`config.mk`:
```
export PLATFORM = sky130hd
export DESIGN_NAME = fetch_decode_stage
export DESIGN_NICKNAME = d
export VERILOG_FILES = /design/src/rtl/fetch_decode_stage.sv
export SDC_FILE = /design/constraint.sdc
export NUM_CORES = 1
export LEC_CHECK = 0
export ABC_CLOCK_PERIOD_IN_PS = 1830
export BUFFER_PORTS_ARGS = -buffer_cell sky130_fd_sc_hd__clkbuf_2
export CORE_ASPECT_RATIO = 0.8
export CORE_UTILIZATION = 30
export DETAILED_ROUTE_END_ITERATION = 10
export PLACE_DENSITY = 0.59
export REMOVE_ABC_BUFFERS = 1
export SYNTH_ARGS = -nofsm -noshare
export SYNTH_HDL_FRONTEND = slang
export SYNTH_SLANG_ARGS = --single-unit
```
`constraint.sdc`:
```
create_clock -name clk -period 1.83 [get_ports clk]
set_input_delay 0.4575 -clock clk [delete_from_list [all_inputs] [get_ports clk]]
set_output_delay 0.4575 -clock clk [all_outputs]
set_load 0.05 [all_outputs]
```
`src/rtl/fetch_decode_stage.sv`:
```
`default_nettype none
// ============================================================================
// Module      : fetch_decode_stage
// Description : Front end of the accumulator CPU. Owns the program counter,
//               fetches one OP_W+ADDR_W-bit instruction per cycle from a
//               combinational instruction memory, decodes it into the control
//               bundle for the ID/MEM pipeline register and resolves
//               HLT/SKZ/JMP locally, so no flush is ever required.
// Ports       : clk, rst          - clock, synchronous active-high reset
//               start             - leave IDLE/HALTED and begin fetching
//               stall             - downstream hold (ignored in IDLE/HALTED)
//               acc_zero          - accumulator is zero, used by SKZ
//               imem_addr/imem_data - instruction memory read port
//               pc                - current program counter
//               opcode, addr, mem_rd, mem_we, acc_we, acc_control, valid
//                                 - registered decode bundle for ID/MEM
//               halted            - FSM is in HALTED
// Revision    : 1.0 - initial release
// ============================================================================
module fetch_decode_stage #(
    parameter int                ADDR_W   = 5,
    parameter int                OP_W     = 3,
    parameter logic [ADDR_W-1:0] RESET_PC = '0
) (
    input  logic                   clk,
    input  logic                   rst,
    input  logic                   start,
    input  logic                   stall,
    input  logic                   acc_zero,
    output logic [ADDR_W-1:0]      imem_addr,
    input  logic [OP_W+ADDR_W-1:0] imem_data,
    output logic [ADDR_W-1:0]      pc,
    output logic [OP_W-1:0]        opcode,
    output logic [ADDR_W-1:0]      addr,
    output logic                   mem_rd,
    output logic                   mem_we,
    output logic                   acc_we,
    output logic                   acc_control,
    output logic                   valid,
    output logic                   halted
);

    localparam logic [OP_W-1:0] c_op_hlt = OP_W'(0);
    localparam logic [OP_W-1:0] c_op_skz = OP_W'(1);
    localparam logic [OP_W-1:0] c_op_add = OP_W'(2);
    localparam logic [OP_W-1:0] c_op_and = OP_W'(3);
    localparam logic [OP_W-1:0] c_op_xor = OP_W'(4);
    localparam logic [OP_W-1:0] c_op_lda = OP_W'(5);
    localparam logic [OP_W-1:0] c_op_sto = OP_W'(6);
    localparam logic [OP_W-1:0] c_op_jmp = OP_W'(7);

    typedef enum logic [1:0] {
        S_IDLE   = 2'd0,
        S_RUN    = 2'd1,
        S_HALTED = 2'd2
    } state_t;

    state_t             state_q, state_d;
    logic [ADDR_W-1:0]  pc_q, pc_d;
    logic [OP_W-1:0]    opcode_q, opcode_d;
    logic [ADDR_W-1:0]  addr_q, addr_d;
    logic               mem_rd_q, mem_rd_d;
    logic               mem_we_q, mem_we_d;
    logic               acc_we_q, acc_we_d;
    logic               acc_ctl_q, acc_ctl_d;
    logic               valid_q, valid_d;
    logic               halted_q, halted_d;

    logic [OP_W-1:0]    w_op;
    logic [ADDR_W-1:0]  w_operand;

    assign w_op      = imem_data[OP_W+ADDR_W-1:ADDR_W];
    assign w_operand = imem_data[ADDR_W-1:0];

    always_ff @(posedge clk) begin
        if (rst) begin
            state_q   <= S_IDLE;
            pc_q      <= RESET_PC;
            opcode_q  <= '0;
            addr_q    <= '0;
            mem_rd_q  <= 1'b0;
            mem_we_q  <= 1'b0;
            acc_we_q  <= 1'b0;
            acc_ctl_q <= 1'b0;
            valid_q   <= 1'b0;
            halted_q  <= 1'b0;
        end else begin
            state_q   <= state_d;
            pc_q      <= pc_d;
            opcode_q  <= opcode_d;
            addr_q    <= addr_d;
            mem_rd_q  <= mem_rd_d;
            mem_we_q  <= mem_we_d;
            acc_we_q  <= acc_we_d;
            acc_ctl_q <= acc_ctl_d;
            valid_q   <= valid_d;
            halted_q  <= halted_d;
        end
    end

    // Defaults hold every register, which is exactly the stalled-RUN
    // behaviour; IDLE/HALTED overwrite the bundle with a bubble.
    always_comb begin
        state_d   = state_q;
        pc_d      = pc_q;
        opcode_d  = opcode_q;
        addr_d    = addr_q;
        mem_rd_d  = mem_rd_q;
        mem_we_d  = mem_we_q;
        acc_we_d  = acc_we_q;
        acc_ctl_d = acc_ctl_q;
        valid_d   = valid_q;

        case (state_q)
            S_RUN: begin
                if (!stall) begin
                    valid_d   = 1'b1;
                    opcode_d  = w_op;
                    addr_d    = w_operand;
                    mem_rd_d  = 1'b0;
                    mem_we_d  = 1'b0;
                    acc_we_d  = 1'b0;
                    acc_ctl_d = 1'b0;
                    pc_d      = pc_q + ADDR_W'(1);
                    case (w_op)
                        c_op_hlt: state_d = S_HALTED;
                        // Skip is resolved here, in the fetch cycle.
                        c_op_skz: if (acc_zero) pc_d = pc_q + ADDR_W'(2);
                        c_op_add, c_op_and, c_op_xor: begin
                            mem_rd_d = 1'b1;
                            acc_we_d = 1'b1;
                        end
                        c_op_lda: begin
                            mem_rd_d  = 1'b1;
                            acc_we_d  = 1'b1;
                            acc_ctl_d = 1'b1;
                        end
                        c_op_sto: mem_we_d = 1'b1;
                        c_op_jmp: pc_d = w_operand;
                        default: ;
                    endcase
                end
            end
            default: begin
                // IDLE, HALTED (and any illegal encoding): emit bubbles.
                valid_d   = 1'b0;
                opcode_d  = '0;
                addr_d    = '0;
                mem_rd_d  = 1'b0;
                mem_we_d  = 1'b0;
                acc_we_d  = 1'b0;
                acc_ctl_d = 1'b0;
                if (state_q != S_IDLE && state_q != S_HALTED) begin
                    state_d = S_IDLE;
                end else if (start) begin
                    state_d = S_RUN;
                end
            end
        endcase

        halted_d = (state_d == S_HALTED);
    end

    assign imem_addr   = pc_q;
    assign pc          = pc_q;
    assign opcode      = opcode_q;
    assign addr        = addr_q;
    assign mem_rd      = mem_rd_q;
    assign mem_we      = mem_we_q;
    assign acc_we      = acc_we_q;
    assign acc_control = acc_ctl_q;
    assign valid       = valid_q;
    assign halted      = halted_q;

endmodule
`default_nettype wire
```
==> results.yml <==
worst_setup_path:
  worst_path_max_delay_cell: "dfxtp_1"
  critPathLaunchType: "flop"
  crit_required_ns: 1.37
  cp_num_buf_inv: 1
  worstSetupPathType: "flop to output pin"
  cp_top_family: "flip-flops"
  worstSetupEndpointType: "output pin"
  crit_fanout: 9
  max_stage_delay_ns: 0.52
  crit_chain: "clkbuf_2"
  arrival_ns: 1.13
routing:
  initialDrtViolationCount: 107
  drtAntennaViolNets: 0
  routedWlPerCell_um: 13.53
  vias: 967
  vias_per_cell: 5.199
  drt_pass1_iterations: 4
  drt-total-wl_mm: 2.516
  drc: 0
floorplanning:
  dieArea_mm2: 0.003771
  io_pins: 37
  start_util_pct: 32.87
  fp.coreArea_mm2: 0.003221
  die_h_um: 55.13
  rows: 18
  die_w_um: 68.41
placed_design:
  place_congestion: 0.7917
  placed_cell_area_mm2: 0.001202
  hpwl_mm: 1.871
  pre_cts_ws_ns: 0.1498
  portBuffers: 36
sta:
  fin_ws_ns: 0.2461
  hold_viol_final: 0
  setup_viol: 0
  tightestPinTransition_ns: 0.5160
  rsz0062_at_grt: "false"
  maxSlewHeadroom_pct: 65.50
  fmax_mhz: 631.4
  report.final.slew_viol_count: 0
  period_minus_slack_ns: 1.584
  fin_crit_sh_pct: 86.55
  clock-skew-final_ns: 0.001399
power_and_ir_drop:
  p_leak_nw: 0.5702
  ir_worst_vdd_mv: 0.3497
  power_density_mw_per_mm2: 855.7
global_routing:
  grt_pass1_wl_mm: 3.995
  antenna_found_initial: 0
  grt_use_total_pct: 14.69
  grt_max_degree: 13
  grt_pass1_vias: 826
  overflow: 0
clock_tree:
  post_cts_resized: 0
  cts_root_buf: "clkbuf_8"
  clock_sinks: 20
  post_cts_buffers: 0
  htreeDepth: 1
  numCtsBuffers: 3
  clock_path_buffers: 2
  path_clk_slew_ns: 0.08
  clk_latency_ns: 0.26
  cts_tree: "done"
  holdBufCountCts: 0
cells_and_area:
  synthToLayoutAreaGrowth_pct: 20.33
  layout_commonest_cell: "clkbuf_2"
  drive_gt1_share_pct: 32.88
  diodes: 0
  stdcell_area_mm2: 0.001274
  final_cell_mix: "clkbuf_2, dfxtp_1, nor2_1, mux2i_1, a21oi_1"
  fin_nets: 162
worst_hold_path:
  hp-class: "primary input to flop"
yosys:
  synth_flop_cell: "dfxtp_1"
  synth_area_mm2: 0.001059
  yosys_warnings: 0
  ys_ff_latch: 20
  synthArstFlopShare_pct: 0
  ys_types: 39
  avgSynthCellArea_um2: 8.970
  postSynthCellCount: 118
  synth_edf_count: 0
  ys_seq_area_share_pct: 37.83
status:
  status: "completed"
job:
  maxCapViolCount: 0
==> path summary, 6_finish.rpt <==
| path | startpoint | endpoint | slack (ns) | cells past startpoint |
|---|---|---|---|---|
| max reg2reg | imem_addr[1]$_SDFFE_PP0P_ | imem_addr[4]$_SDFFE_PP0P_ | 0.31 | 5 |
| max | imem_addr[3]$_SDFFE_PP0P_ | imem_addr[3] | 0.25 | 1 |
| min reg2reg | valid$_SDFFE_PP0N_ | valid$_SDFFE_PP0N_ | 0.46 | 2 |
| min | imem_data[0] | imem_addr[0]$_SDFFE_PP0P_ | 0.45 | 3 |
==> per-layer routing <==
metal	part of all wire, %	track usage, %
met1	47	20.00
met2	46	22.22
met3	6.5	4.508
met4	0.40	4.167
met5	0	0
==> cells in the mapped netlist, types with 2 or more instances <==
| master | number | area [um2] |
|---|---|---|
| buf_2 | 3 | 15.01 |
| nor4b_1 | 2 | 17.52 |
| o21ai_1 | 3 | 15.01 |
| nand2_1 | 2 | 7.510 |
| nand3_1 | 2 | 10.01 |
| nor2_1 | 18 | 67.56 |
| a21oi_1 | 9 | 45.04 |
| mux2i_1 | 10 | 100.1 |
| a211oi_1 | 2 | 15.01 |
| buf_4 | 6 | 45.04 |
| a221oi_1 | 2 | 17.52 |
| a22oi_1 | 2 | 15.01 |
| buf_6 | 4 | 45.04 |
| clkbuf_1 | 3 | 11.26 |
| o21a_1 | 2 | 15.01 |
| nor3_1 | 3 | 15.01 |
| ha_1 | 2 | 25.02 |
| dfxtp_1 | 20 | 400.4 |
| inv_1 | 3 | 11.26 |
==> power by group <==
| group | total (mW) | leakage [nW] | switching (mW) | internal, mW |
|---|---|---|---|---|
| Sequential | 0.460 | 0.162 | 0.0124 | 0.448 |
| Clock | 0.445 | 0.0357 | 0.153 | 0.292 |
| Combinational | 0.184 | 0.372 | 0.125 | 0.0597 |
| Total | 1.09 | 0.570 | 0.290 | 0.799 |
==> metrics by stage <==
step | utilization, % | setup TNS (ns) | power (mW) | instances | hold WS (ns)
after detailed placement | 37.33 | 0 | 0.6545 | 182 | 0.4557
after global placement | 37.33 | 0 | 0.6500 | 182 | 0.4569
final | 39.55 | 0 | 1.090 | 186 | 0.4479
after global routing | 39.55 | 0 | 1.136 | 186 | 0.4591
after floorplan | - | -0.4460 | 0.5851 | 102 | 0.5266
after CTS | 39.55 | 0 | 1.102 | 186 | 0.4426
==> registers in the layout (all words and copies together), names as in the netlist <==
register     count
acc_we           1
mem_we           1
addr             5
halted           1
valid            1
state_q          2
acc_control      1
imem_addr        5
opcode           3
==> area by class of cell <==
type,instances,area [um2]
clock buffer,3,41.29
clock inverter,1,30.03
fill,328,1947
inverter,4,15.01
multi-input combinational,78,526.8
sequential,20,400.4
tap,40,50.05
timing repair buffer,40,210.2
==> logic make-up (layout without fill, tap and decap cells) <==
| kind of cell | after synthesis | count (layout) | share of synthesized area [%] |
|---|---|---|---|
| simple gates | 36 | 36 | 18.56 |
| flops | 20 | 20 | 37.82 |
| compound gates | 28 | 28 | 17.73 |
| mux | 10 | 10 | 9.457 |
| xor+xnor | 2 | 2 | 1.655 |
| buf+inv | 20 | 48 | 12.41 |
| fa+ha+maj | 2 | 2 | 2.364 |
(Power assumes the default switching activity.)
